==> src/rtl/led_top_pkg.sv <==
// Shared constants for the key-filter / LED-flash demo: default timing for a
// 50 MHz board, the flasher FSM state encodings, and the hold-indicator
// thermometer helper (used only when LED_HOLD_IND_EN is defined).
package led_top_pkg;

  localparam int unsigned CLK_FREQ_HZ      = 50_000_000;
  localparam int unsigned DEF_DEBOUNCE_CYC = CLK_FREQ_HZ / 50;  // 20 ms
  localparam int unsigned DEF_SEC_CYC      = CLK_FREQ_HZ;       // 1 s
  localparam int unsigned DEF_HALF_CYC     = CLK_FREQ_HZ / 4;   // 250 ms
  localparam int unsigned DEF_MAX_FLASH    = 4;

  // Flasher FSM encodings
  localparam logic [1:0] IDLE = 2'd0;
  localparam logic [1:0] ON   = 2'd1;
  localparam logic [1:0] OFF  = 2'd2;

  // Lower n bits set: n=2 -> 4'b0011
  function automatic logic [3:0] therm4(input logic [2:0] n);
    logic [3:0] t;
    t = '0;
    for (int i = 0; i < 4; i++) begin
      if (i < int'(n)) t[i] = 1'b1;
    end
    return t;
  endfunction

endpackage

==> src/rtl/led_top_led_flash.sv <==
// led_flash: flashes all four LEDs `count` times once started. Each flash is
// HALF_CYC cycles lit followed by HALF_CYC cycles dark. Starts are accepted
// only in IDLE; flash_done pulses in the last dark cycle of the sequence.
module led_flash
  import led_top_pkg::*;
#(
  parameter int unsigned HALF_CYC = DEF_HALF_CYC
) (
  input  logic       clk,
  input  logic       rst_n,
  input  logic       start,
  input  logic [2:0] count,
  output logic [3:0] led,
  output logic       busy,
  output logic       flash_done
);

  localparam int unsigned HW = (HALF_CYC > 1) ? $clog2(HALF_CYC) : 1;
  localparam logic [HW-1:0] HALF_LAST = HW'(HALF_CYC - 1);

  logic [1:0]    r_state;
  logic [HW-1:0] r_half_cnt;
  logic [2:0]    r_n;       // flashes requested for this sequence
  logic [2:0]    r_done;    // flashes completed (counted on ON->OFF)
  logic          w_half_end;
  logic          w_more;

  assign w_half_end = (r_half_cnt == HALF_LAST);
  assign w_more     = (r_done < r_n);

  // FSM: IDLE -> ON -> OFF -> (ON again while flashes remain | IDLE)
  always_ff @(posedge clk or negedge rst_n) begin
    if (!rst_n) begin
      r_state    <= IDLE;
      r_half_cnt <= '0;
      r_n        <= '0;
      r_done     <= '0;
    end else begin
      case (r_state)
        IDLE: begin
          if (start) begin
            r_state    <= ON;
            r_n        <= count;
            r_done     <= '0;
            r_half_cnt <= '0;
          end
        end
        ON: begin
          if (w_half_end) begin
            r_state    <= OFF;
            r_half_cnt <= '0;
            r_done     <= r_done + 3'd1;
          end else begin
            r_half_cnt <= r_half_cnt + HW'(1);
          end
        end
        OFF: begin
          if (w_half_end) begin
            r_half_cnt <= '0;
            r_state    <= w_more ? ON : IDLE;
          end else begin
            r_half_cnt <= r_half_cnt + HW'(1);
          end
        end
        default: r_state <= IDLE;
      endcase
    end
  end

  // Outputs decode straight from state so reset darkens the LEDs at once
  assign led        = (r_state == ON) ? 4'b1111 : 4'b0000;
  assign busy       = (r_state != IDLE);
  assign flash_done = (r_state == OFF) && w_half_end && !w_more;

endmodule

==> src/rtl/led_top.sv <==
// led_top: single-key LED flasher. The active-low key is synchronised and
// debounced; the time it is held (whole seconds, saturating) picks how many
// times led_flash blinks all four LEDs after release.
// Optional macro LED_HOLD_IND_EN: while the key is held and the flasher is
// idle, the LEDs show a thermometer of secs+1. Undefined: LEDs dark while held.
module led_top
  import led_top_pkg::*;
#(
  parameter int unsigned DEBOUNCE_CYC = DEF_DEBOUNCE_CYC,
  parameter int unsigned SEC_CYC      = DEF_SEC_CYC,
  parameter int unsigned HALF_CYC     = DEF_HALF_CYC,
  parameter int unsigned MAX_FLASH    = DEF_MAX_FLASH
) (
  input  logic       clk,
  input  logic       rst_n,
  input  logic       key,
  output logic [3:0] led
);

  localparam int unsigned DW = (DEBOUNCE_CYC > 1) ? $clog2(DEBOUNCE_CYC) : 1;
  localparam int unsigned SW = (SEC_CYC > 1) ? $clog2(SEC_CYC) : 1;
  localparam logic [DW-1:0] DB_LAST   = DW'(DEBOUNCE_CYC - 1);
  localparam logic [SW-1:0] SEC_LAST  = SW'(SEC_CYC - 1);
  localparam logic [2:0]    SECS_MAX  = 3'(MAX_FLASH - 1);

  logic          r_key_meta;
  logic          r_key_sync;
  logic          r_key_prev;
  logic [DW-1:0] r_db_cnt;
  logic          r_key_filt;
  logic          r_press;
  logic          r_release;
  logic          r_holding;
  logic [SW-1:0] r_cyc_cnt;
  logic [2:0]    r_secs;
  logic          r_start;
  logic [2:0]    r_count;

  logic [3:0]    w_flash_led;
  logic          w_busy;
  logic          w_flash_done;

  // Two-flop synchroniser; the idle (released) key level is 1
  always_ff @(posedge clk or negedge rst_n) begin
    if (!rst_n) begin
      r_key_meta <= 1'b1;
      r_key_sync <= 1'b1;
    end else begin
      r_key_meta <= key;
      r_key_sync <= r_key_meta;
    end
  end

  // Debounce: accept the synced level after DEBOUNCE_CYC equal samples and
  // emit one-cycle press/release pulses when the filtered level flips
  always_ff @(posedge clk or negedge rst_n) begin
    if (!rst_n) begin
      r_key_prev <= 1'b1;
      r_db_cnt   <= '0;
      r_key_filt <= 1'b1;
      r_press    <= 1'b0;
      r_release  <= 1'b0;
    end else begin
      r_key_prev <= r_key_sync;
      r_press    <= 1'b0;
      r_release  <= 1'b0;
      if (r_key_sync != r_key_prev) begin
        r_db_cnt <= '0;
      end else if (r_db_cnt != DB_LAST) begin
        r_db_cnt <= r_db_cnt + DW'(1);
      end else begin
        r_key_filt <= r_key_sync;
        r_press    <= r_key_filt & ~r_key_sync;
        r_release  <= ~r_key_filt & r_key_sync;
      end
    end
  end

  // Hold measurement from an accepted press to its release; the release
  // launches the flasher with N = secs+1 on the following cycle
  always_ff @(posedge clk or negedge rst_n) begin
    if (!rst_n) begin
      r_holding <= 1'b0;
      r_cyc_cnt <= '0;
      r_secs    <= '0;
      r_start   <= 1'b0;
      r_count   <= '0;
    end else begin
      r_start <= 1'b0;
      // r_count only describes the sequence in flight; drop it when it ends
      if (w_flash_done) r_count <= '0;
      if (r_press && !w_busy && !r_holding) begin
        // A press seen while flashing never gets here, so it is not measured
        r_holding <= 1'b1;
        r_cyc_cnt <= '0;
        r_secs    <= '0;
      end else if (r_holding) begin
        if (r_release) begin
          r_holding <= 1'b0;
          r_start   <= 1'b1;
          r_count   <= r_secs + 3'd1;
          r_cyc_cnt <= '0;
          r_secs    <= '0;
        end else if (r_cyc_cnt == SEC_LAST) begin
          r_cyc_cnt <= '0;
          if (r_secs != SECS_MAX) r_secs <= r_secs + 3'd1;
        end else begin
          r_cyc_cnt <= r_cyc_cnt + SW'(1);
        end
      end
    end
  end

  led_flash #(
    .HALF_CYC (HALF_CYC)
  ) led_flash (
    .clk        (clk),
    .rst_n      (rst_n),
    .start      (r_start),
    .count      (r_count),
    .led        (w_flash_led),
    .busy       (w_busy),
    .flash_done (w_flash_done)
  );

`ifdef LED_HOLD_IND_EN
  assign led = (r_holding && !w_busy) ? therm4(r_secs + 3'd1) : w_flash_led;
`else
  assign led = w_flash_led;
`endif

endmodule

==> config.mk <==
export PLATFORM = sky130hd
export DESIGN_NAME = led_top
export DESIGN_NICKNAME = d
export VERILOG_FILES = /design/src/rtl/led_top_pkg.sv /design/src/rtl/led_top_led_flash.sv /design/src/rtl/led_top.sv
export SDC_FILE = /design/constraint.sdc
export NUM_CORES = 1
export LEC_CHECK = 0
export CORE_ASPECT_RATIO = 0.5
export CORE_UTILIZATION = 40
export CTS_CLUSTER_DIAMETER = 120
export CTS_CLUSTER_SIZE = 16
export DETAILED_ROUTE_END_ITERATION = 7
export DONT_BUFFER_PORTS = 1
export GPL_ROUTABILITY_DRIVEN = 0
export PLACE_DENSITY_LB_ADDON = 0.3
export SYNTH_ARGS = -nofsm -noshare
export SYNTH_HDL_FRONTEND = slang
export SYNTH_SLANG_ARGS = --single-unit
==> constraint.sdc <==
create_clock -name clk -period 2.64 [get_ports clk]
set_input_delay 0.264 -clock clk [delete_from_list [all_inputs] [get_ports clk]]
set_output_delay 0.264 -clock clk [all_outputs]
set_load 0.02 [all_outputs]
==> impl_results.md, run 1 <==
* Status: finished, final reports clean
* Placed instance area at 4990 µm²
* Vias per Instance at 5.22
* Power per standard cell area at 506 nW/µm²
* Drt drc at 0
* Hold path endpoint: r_key_sync$_DFF_PN1_
* Startpoint types: flop
* Share of the synthesized area in the top cell type at 45.6%
* Setup CP Type: flop to flop
* Crit-path max FO at 18
* Tot GR Track Use at 16.6%
* R2R Setup Slk at 0.45 ns
* Power, Total at 2.68 mW
* Dpl ws at 0.446 ns
* IO buf count at 0
* Antenna-violating nets left at 0
* Most numerous cell in the Yosys netlist: dfrtp_1
* Antenna cells at 0
* Hold Violations, Final at 0
* Main area contributors after synthesis: dfrtp_1 46%, nor2_1 5.5%, xor2_1 5.3%
* Syn Nets at 496
* CTS sink count at 92
* Achievable clock frequency at 457 MHz
* Synth Cell Area at 4830 µm²
* Share of layout cells above drive strength 1 at 10.0%
* Proportion of synthesized area in mux cells at 1.14%
* Final Critical Period at 2.19 ns
* Largest family of logic cells by synthesized area: simple AND/OR/NAND/NOR gates
* CTS tree: yes
* Initial DRC count at 234
* Final TNS setup at 0 ns
* Router iterations before antenna repair at 6
* Die Span X at 157 µm
* Core area at 11400 µm²
* Setup Viol. Count Final at 0
* Worst hold path type: flop to flop
* Final Hold Slack at 0.372 ns
* Arrival time at the worst endpoint at 2.39 ns
* Worst Path Required at 2.84 ns
* Yosys warnings at 0
* Final Worst Setup Slack at 0.452 ns
* Asr flop ratio synth at 100%
* Simple-Gate Fraction of Synth Area at 27.4%
* Placed wire-length estimate at 5.95 mm
* XOR/XNOR share of the synthesized area at 9.97%
* Full die area at 12600 µm²
* RR Endpoint: led_flash.r_half_cnt[15]$_DFFE_PN0P_
* Final Cell Area at 5310 µm²
* Worst-skew pair later-pin latency at 0.34 ns
* Initial Util at 42.5%
* Syn avg cell area at 10.0 µm²
* Setup bufs post-CTS at 0
* WL final at 8.92 mm
* Final Cycle Share at 82.9%
* RSZ-0062 raised after global routing: false
* Largest area contributor in the netlist: dfrtp_1
* Rows at 27
* Clock root cell: clkbuf_16
* Die height at 79.7 µm
* Vias at 3380
* Crit end category: flop
* Longest Clk Path Bufs at 2
* H-tree levels at 3
* Slew HR at 63.5%
* First-pass GRT wire length at 16.4 mm
* Skew final at 0.0112 ns
* Pleak at 2.30 nW
* P&R area growth vs syn at 9.76%
* Hold Path Depth at 0
* Post-synthesis sequential area ratio at 47.7%
* NumNets Final at 500
* Worst r2r src: led_flash.r_state[0]$_DFFE_PN0P_
* Synth Area in Compound Gates at 7.69%
* Antenna violations before repair at 0
* Commonest cells in the netlist: 88 x dfrtp_1, 71 x nor2_1, 39 x nand2_1, 29 x xor2_1, 26 x xnor2_1
* # fillers at 1086
* Average wire per standard cell at 13.8 µm
* Slew @ Worst Pin at 0.546 ns
* Flops & latches, synth at 92
* Syn Inst Count at 481
* Slew Viols, Final at 0
* Pin count of the biggest net entering global routing at 93
* Prevailing post-synth register cell: dfrtp_1
* Vias in the first global route at 3411
* Ports at 7
* Post-synth cell types at 64
* Synth Area in Adders at 3.11%
* Number of flops mapped to enable cells by yosys at 0
* GRT overflow at 0
* Peak VDD IR at 280 µV
* Worst Min Path Start: r_key_meta$_DFF_PN1_
* Max-cap violations at 0
* R2r worst-path depth at 7
* Clk slew on worst S/H paths at 0.07 ns
* Num CTS Buffers at 9
==> worst max-delay path by stage <==
stage	end	start	cells past startpoint	slack [ns]
after floorplan	led_flash.r_half_cnt[21]$_DFFE_PN0P_	led_flash.r_state[0]$_DFFE_PN0P_	8	0.69
after global placement	led_flash.r_half_cnt[15]$_DFFE_PN0P_	led_flash.r_state[0]$_DFFE_PN0P_	7	0.51
after detailed placement	led_flash.r_half_cnt[15]$_DFFE_PN0P_	led_flash.r_state[0]$_DFFE_PN0P_	7	0.45
after CTS	led_flash.r_half_cnt[15]$_DFFE_PN0P_	led_flash.r_state[0]$_DFFE_PN0P_	7	0.46
after global routing	led_flash.r_half_cnt[15]$_DFFE_PN0P_	led_flash.r_state[0]$_DFFE_PN0P_	7	0.32
final	led_flash.r_half_cnt[15]$_DFFE_PN0P_	led_flash.r_state[0]$_DFFE_PN0P_	7	0.45
==> timing repair <==
item	in CTS	in global routing
hold buffers	3	0
resized for setup	0	0
endpoints found under the hold margin	93	0
==> power breakdown <==
group | switching, mW | internal (mW)
registers | 0.0111 | 1.42
clock network | 0.523 | 0.661
logic | 0.0477 | 0.0175
total | 0.582 | 2.10
==> stage by stage <==
step | util, % | cells
floorplan | - | 481
global placement | 43.8 | 630
detailed placement | 43.8 | 630
CTS | 46.6 | 648
global route | 46.6 | 648
finish | 46.6 | 648
==> cells in the final DEF, fill, tap and decap left out, types with 12 or more instances in the layout <==
master / count
dfrtp_1: 88
ha_1: 12
inv_1: 13
nand2_1: 39
nand3_1: 25
nand4_1: 16
nor2_1: 71
o21ai_0: 16
xnor2_1: 26
xor2_1: 29
==> layout make-up <==
cell class	count	area [µm²]	area share (%)
clock buffers	12	246	4.65
multi-input cells	359	2380	44.9
flip-flops and latches	92	2310	43.5
inverters	13	48.8	0.920
repair buffers	10	100	1.89
well taps	159	199	3.75
clock inverters	3	21.3	0.401
==> registers in the layout (all words and copies together) (netlist names), 2 cells and up <==
| signal | cells |
|---|---|
| r_count | 3 |
| r_cyc_cnt | 26 |
| led_flash.r_state | 2 |
| led_flash.r_half_cnt | 24 |
| led_flash.r_n | 3 |
| led_flash.r_done | 3 |
| r_secs | 3 |
| r_db_cnt | 20 |
==> logic make-up (layout without fill, tap and decap cells) <==
group,after synthesis,after routing
xor+xnor,55,55
buf+inv,30,38
mux,5,5
fa+ha+maj,12,12
flops,92,92
simple gates,232,232
compound gates,55,55
==> layer usage <==
layer | track usage, % | vias up | routed length, µm
met5 | 0 | - | 0
met4 | 5.34 | 0 | 100
met3 | 4.56 | 8 | 232
met2 | 24.2 | 25 | 3760
met1 | 23.5 | 1649 | 4830
li1 | - | 1698 | -
==> worst max-delay path, cell delays in order (launching register included) <==
cell	delay, ns
dfrtp_1	0.39
inv_1	0.08
ha_1	0.28
nor2b_1	0.21
buf_4	0.17
or2_2	0.34
nor2_4	0.40
o21ai_0	0.17
Note: power is estimated with default switching activity, not from simulation.
==> inputs of run 2 (changes only) <==
Settings changed: ABC_AREA from default to 1.
Clock period 2.64 ns to 2.29 ns, I/O delays scaled along.
==> impl_results.md, run 2 <==
* Main area contributors after synthesis: dfrtp_1 41%, nand2_1 14%, nor2_1 10%
* Largest delay share family, worst path: simple AND/OR/NAND/NOR gates
* Tot GR Track Use at 18.0% (+1.5 points)
* Slowest cell on the critical path: dfrtp_1
* Most numerous cell in the Yosys netlist: nand2_1
* Rows at 29 (+7.4%)
* Syn Nets at 784 (+58%)
* Average wire per standard cell at 12.0 µm (-13%)
* Slew HR at 70.0% (+6.6 points)
* Vias in the first global route at 4516 (+32%)
* Flops & latches, synth at 92 (unchanged)
* Slew @ Worst Pin at 0.446 ns (-0.0995 ns)
* Vias per Instance at 4.92 (-5.7%)
* Num CTS Buffers at 9 (unchanged)
* Die height at 84.4 µm (+5.9%)
* Top reg by flops: r_cyc_cnt
* Drt drc at 0 (unchanged)
* Setup Viol. Count Final at 0 (unchanged)
* Share of layout cells above drive strength 1 at 6.68% (-3.3 points)
* Final TNS setup at 0 ns (unchanged)
* Pin count of the biggest net entering global routing at 93 (unchanged)
* Status: finished, violations left
* Bufs and invs on worst path at 3 (+1)
* Arrival time at the worst endpoint at 2.26 ns (-0.13 ns)
* Post-synthesis sequential area ratio at 42.4% (-5.3 points)
* Achievable clock frequency at 503 MHz (+10%)
* Failing checks: negative hold slack
* Initial DRC count at 286 (+22%)
* Vias at 4667 (+38%)
* Final Critical Period at 1.99 ns (-0.201 ns)
* Number of flops mapped to enable cells by yosys at 0 (unchanged)
* Max-cap violations at 0 (unchanged)
* Clock share of power at 47.5% (+3.3 points)
* Share of the synthesized area in the top cell type at 40.5% (-5.1 points)
* Worst Path Required at 2.56 ns (-0.28 ns)
* Commonest cells after routing, fill and taps aside: 202 x nand2_1, 146 x nor2_1, 96 x inv_1
* Longest Clk Path Bufs at 2 (unchanged)
* Die Span X at 167 µm (+6.0%)
* Pleak at 2.76 nW (+20%)
* Power per standard cell area at 539 nW/µm² (+6.7%)
* IO buf count at 0 (unchanged)
* GRT overflow at 0 (unchanged)
* Prevailing post-synth register cell: dfrtp_1
* Commonest cells in the netlist: 202 x nand2_1, 146 x nor2_1, 96 x inv_1, 88 x dfrtp_1, 67 x nand3_1
* First-pass GRT wire length at 20.7 mm (+26%)
* Crit path cell chain: inv_1, ha_1, inv_1, nor2_2, nor2_4, inv_2, nor2_2, nand2_1, o21ai_1, nand2_1, nor2_1
* Yosys warnings at 0 (unchanged)
* Comb power frac at 1.0% (-1.4 points)
* Commonest non-fill, non-tap cell in the layout: nand2_1
* Hold Violations, Final at 92 (+92)
* Synth Cell Area at 5440 µm² (+12%)
* P&R area growth vs syn at 8.77%
* Final Hold Slack at -0.416 ns (-0.787 ns)
* RSZ-0062 raised after global routing: false
* Core area at 13000 µm² (+14%)
* Max reg flops at 26 (unchanged)
* Slew Viols, Final at 0 (unchanged)
* Antenna-violating nets left at 0 (unchanged)
* Worst-skew pair later-pin latency at 0.34 ns (about the same)
* WL final at 11.4 mm (+27%)
* Antenna violations before repair at 0 (unchanged)
* Hold-fix buffers, CTS at 1 (-2)
* P_sw at 0.636 mW (+9.3%)
* Initial Util at 42.0% (-0.49 points)
* Skew final at 0.00870 ns (-0.00251 ns)
* Router iterations before antenna repair at 5 (-1)
* Placed wire-length estimate at 8.19 mm (+38%)
* Crit-path max FO at 14 (-4)
* # fillers at 1298 (+20%)
* Worst hold path type: primary input to async pin
* Final Cycle Share at 86.7% (+3.9 points)
* Post-CTS sizing at 0 (unchanged)
* Antenna cells at 0 (unchanged)
* Clk slew on worst S/H paths at 0.06 ns (about the same)
* Switching share of power at 19.9% (-1.7 points)
* CTS sink count at 92 (unchanged)
* Setup CP Type: flop to flop
* Crit end category: flop
* Syn avg cell area at 7.07 µm² (-30%)
* Full die area at 14100 µm² (+12%)
* Largest area contributor in the netlist: dfrtp_1
* Clock root cell: clkbuf_16
* Ports at 7 (unchanged)
* CTS tree: yes
* NumNets Final at 789 (+58%)
* Largest registers: r_cyc_cnt x26, led_flash.r_half_cnt x24, r_db_cnt x20
* Setup bufs post-CTS at 0 (unchanged)
* Startpoint types: flop
* Syn Inst Count at 769 (+60%)
* Cell Int Power at 2.55 mW (+22%)
* Post-synth cell types at 36 (-44%)
* Slowest cell delay on critical path at 0.39 ns (about the same)
* Sequential Power Share at 51.5% (-1.9 points)
* Asr flop ratio synth at 100% (unchanged)
* H-tree levels at 3 (unchanged)
* Peak VDD IR at 246 µV (-12%)
==> run 2: changes by cell type after synthesis, sizes merged, moves of 6 or more <==
| cell | before | now |
|---|---|---|
| inv | 13 | 100 |
| o21ai | 16 | 29 |
| nand3 | 25 | 67 |
| nor4 | 12 | 1 |
| nor4b | 7 | 0 |
| nor2 | 73 | 158 |
| nand4 | 18 | 28 |
| xor2 | 29 | 11 |
| nand2 | 40 | 208 |
| xnor2 | 26 | 6 |
| and2 | 6 | 0 |
| and4 | 8 | 0 |
==> run 2: final timing paths <==
check                                                      start                              endpoint  slack, ns  cells after the start
worst max register to register  led_flash.r_state[0]$_DFFE_PN0P_  led_flash.r_half_cnt[14]$_DFFE_PN0P_       0.30                     11
max in group asynchronous                                  rst_n                r_key_filt$_DFFE_PN1P_       2.48                      0
worst min register to register              r_key_meta$_DFF_PN1_                  r_key_sync$_DFF_PN1_       0.36                      0
min in group clk                            r_key_meta$_DFF_PN1_                  r_key_sync$_DFF_PN1_       0.36                      0
worst min-delay path                                       rst_n             r_cyc_cnt[17]$_DFFE_PN0P_      -0.42                      0
worst max-delay path            led_flash.r_state[0]$_DFFE_PN0P_  led_flash.r_half_cnt[14]$_DFFE_PN0P_       0.30                     11
==> run 2: stage by stage <==
step	setup WS, ns	power (mW)	utilization (%)	area, µm²	instances
after floorplan	0.735	1.69	-	5440	769
after global placement	0.421	1.70	43.3	5600	932
after detailed placement	0.319	1.70	43.3	5600	932
after CTS	0.301	3.24	45.6	5910	949
after global routing	0.106	3.31	45.6	5910	949
final	0.304	3.19	45.6	5910	949
==> run 2: cell families (layout without fill, tap and decap cells) <==
| kind of cell | Yosys count | in the layout | share of synthesized area (%) |
|---|---|---|---|
| adder cells (fa/ha/maj) | 12 | 12 | 2.76 |
| AND/OR/NAND/NOR | 490 | 490 | 38.9 |
| buffers and inverters | 113 | 123 | 8.58 |
| AO/OA/AOI/OAI | 45 | 45 | 4.53 |
| XOR/XNOR | 17 | 17 | 2.74 |
| flip-flops | 92 | 92 | 42.4 |
==> run 2: cell type report <==
cell class / count / area [µm²] / area share [%]
repair buffers: 6 / 47.5 / 0.804
clock inverters: 2 / 35.0 / 0.592
clock buffers: 14 / 264 / 4.46
well taps: 170 / 213 / 3.60
flip-flops and latches: 92 / 2310 / 39.0
multi-input cells: 564 / 2660 / 45.0
inverters: 101 / 384 / 6.50
==> run 2: layer usage <==
metal | track usage, % | vias up | wire, µm
met5 | 0 | - | 0
met4 | 4.71 | 0 | 158
met3 | 4.10 | 16 | 339
met2 | 30.5 | 58 | 5250
met1 | 23.4 | 2160 | 5620
li1 | - | 2433 | -
==> run 2: power groups by stage <==
stage / clock network [mW] / registers, mW / logic (mW)
CTS: 1.56 / 1.64 / 0.0314
detailed placement: 0 / 1.67 / 0.0296
finish: 1.52 / 1.64 / 0.0310
global placement: 0 / 1.67 / 0.0289
global route: 1.63 / 1.64 / 0.0359
floorplan: 0 / 1.67 / 0.0198
==> inputs of run 3 (changes only) <==
Settings changed: CORE_ASPECT_RATIO 0.5 to 1.75, PLACE_DENSITY_LB_ADDON 0.3 to default.
==> impl_results.md, run 3 (same netlist as run 2, synthesis figures left out) <==
* Antenna cells at 0 (unchanged)
* Final Critical Period at 2.01 ns (+0.0285 ns)
* Pleak at 2.75 nW (-0.48%)
* Longest Clk Path Bufs at 2 (unchanged)
* Finished Core Util at 44.3% (-1.3 points)
* Largest registers: r_cyc_cnt x26, led_flash.r_half_cnt x24, r_db_cnt x20
* Failing checks: negative hold slack
* Final TNS setup at 0 ns (unchanged)
* Antenna violations before repair at 0 (unchanged)
* Full die area at 14100 µm² (about the same)
* Router iterations before antenna repair at 6 (+1)
* Worst-skew pair later-pin latency at 0.35 ns (about the same)
* Hold Violations, Final at 92 (unchanged)
* Slew Viols, Final at 0 (unchanged)
* Slew HR at 73.0% (+3.0 points)
* Num CTS Buffers at 9 (unchanged)
* Max-cap violations at 0 (unchanged)
* Hold-fix buffers, CTS at 1 (unchanged)
* Drt drc at 0 (unchanged)
* Multi-input combinational cell area at 2660 µm² (unchanged)
* CTS tree: yes
* Final Cell Area at 5900 µm² (-0.17%)
* Die Span X at 90.1 µm (-46%)
* NumNets Final at 789 (unchanged)
* R2r worst-path depth at 11 (unchanged)
* Largest delay share family, worst path: simple AND/OR/NAND/NOR gates
* Slowest cell delay on critical path at 0.41 ns (+0.02 ns)
* Die height at 156 µm (+85%)
* Setup CP Type: flop to flop
* Dpl ws at 0.335 ns (+0.0151 ns)
* Initial DRC count at 247 (-14%)
* Commonest cells after routing, fill and taps aside: 202 x nand2_1, 146 x nor2_1, 96 x inv_1
* Clock root cell: clkbuf_16
* Pin count of the biggest net entering global routing at 93 (unchanged)
* Placed instance area at 5610 µm² (about the same)
* Bufs and invs on worst path at 3 (unchanged)
* Power, Total at 3.12 mW (-2.2%)
* Final Hold Slack at -0.434 ns (-0.0186 ns)
* Power per standard cell area at 529 nW/µm² (-2.0%)
* FF/Latch Area at 2310 µm² (unchanged)
* Initial Util at 40.8% (-1.1 points)
* Commonest non-fill, non-tap cell in the layout: nand2_1
* First-pass GRT wire length at 21.8 mm (+5.4%)
* IO buf count at 0 (unchanged)
* Placed wire-length estimate at 9.51 mm (+16%)
* Setup Viol. Count Final at 0 (unchanged)
* Worst hold path type: primary input to async pin
* Startpoint types: flop
* Crit path cell chain: inv_1, ha_1, inv_1, nor2_2, nor2_4, inv_2, nor2_2, nand2_1, o21ai_1, nand2_1, nor2_1
* Slowest cell on the critical path: dfrtp_1
* Top reg by flops: r_cyc_cnt
* Ports at 7 (unchanged)
* Crit end category: flop
* Core area at 13300 µm² (+2.8%)
* Achievable clock frequency at 496 MHz (-1.4%)
* WP depth at 11 (unchanged)
* WL final at 12.6 mm (+11%)
* Skew final at 0.00904 ns (+0.000336 ns)
* Share of layout cells above drive strength 1 at 6.93% (+0.26 points)
* Peak VDD IR at 349 µV (+42%)
* GRT overflow at 0 (unchanged)
* Setup bufs post-CTS at 0 (unchanged)
* CTS sink count at 92 (unchanged)
* RSZ-0062 raised after global routing: false
* Post-CTS sizing at 0 (unchanged)
* Status: finished, violations left
* Clk slew on worst S/H paths at 0.07 ns (about the same)
* Max reg flops at 26 (unchanged)
* Final Worst Setup Slack at 0.275 ns (-0.0285 ns)
* Vias in the first global route at 4857 (+7.6%)
* Average wire per standard cell at 13.2 µm (+10%)
* P&R area growth vs syn at 8.58%
* Crit-path max FO at 13 (-1)
* # fillers at 1391 (+7.2%)
* Antenna-violating nets left at 0 (unchanged)
* Slew @ Worst Pin at 0.402 ns (-0.0439 ns)
* H-tree levels at 3 (unchanged)
* Rows at 56 (+93%)
* Tot GR Track Use at 19.4% (+1.3 points)
* Worst Path Required at 2.56 ns (about the same)
* Arrival time at the worst endpoint at 2.29 ns (+0.03 ns)
* Vias at 4809 (+3.0%)
* Vias per Instance at 5.05 (+2.6%)
* Final Cycle Share at 88.0% (+1.2 points)
==> run 3: power breakdown <==
part	leakage (nW)	internal, mW	switching (mW)
clock	0.134	0.760	0.689
sequential	1.27	1.63	0.00759
combinational	1.35	0.0118	0.0182
==> run 3: cell type report <==
cell class              count  share of cell area (%)
inverters                 101                    6.51
flip-flops and latches     92                    39.1
well taps                 174                    3.69
repair buffers              6                   0.805
multi-input cells         564                    45.1
clock buffers              10                    3.88
clock inverters             6                   0.933
==> run 3: stage by stage <==
stage | hold WS (ns) | std cells
2_1_floorplan | -0.0666 | 769
3_3_place_gp | -0.0649 | 936
3_5_place_dp | -0.0648 | 936
4_1_cts | -0.445 | 953
5_1_grt | -0.454 | 953
6_report | -0.434 | 953
==> run 3: worst reg2reg max path, cell delays in order, from the launching register on <==
cell     delay (ns)
dfrtp_1        0.41
inv_1          0.09
ha_1           0.27
inv_1          0.11
nor2_2         0.07
nor2_4         0.26
inv_2          0.17
nor2_2         0.16
nand2_1        0.10
o21ai_1        0.14
nand2_1        0.06
nor2_1         0.10
==> run 3: final timing paths <==
| path | startpoint | end | slack (ns) |
|---|---|---|---|
| setup / recovery | led_flash.r_state[0]$_DFFE_PN0P_ | led_flash.r_half_cnt[14]$_DFFE_PN0P_ | 0.28 |
| hold / removal | rst_n | led_flash.r_half_cnt[19]$_DFFE_PN0P_ | -0.43 |
| setup reg to reg | led_flash.r_state[0]$_DFFE_PN0P_ | led_flash.r_half_cnt[14]$_DFFE_PN0P_ | 0.28 |
| hold reg to reg | r_key_meta$_DFF_PN1_ | r_key_sync$_DFF_PN1_ | 0.37 |
| max in group asynchronous | rst_n | r_key_meta$_DFF_PN1_ | 2.51 |
| min in group clk | r_key_meta$_DFF_PN1_ | r_key_sync$_DFF_PN1_ | 0.37 |
==> run 3: metal layers <==
| metal | wire length, µm | share of wire (%) | up-vias | track usage [%] |
|---|---|---|---|---|
| met4 | 530 | 4.2 | 0 | 11.1 |
| met5 | 0 | 0 | - | 0 |
| met2 | 7010 | 56 | 83 | 37.4 |
| met1 | 4800 | 38 | 2248 | 19.3 |
| li1 | - | - | 2443 | - |
| met3 | 258 | 2.0 | 35 | 3.16 |
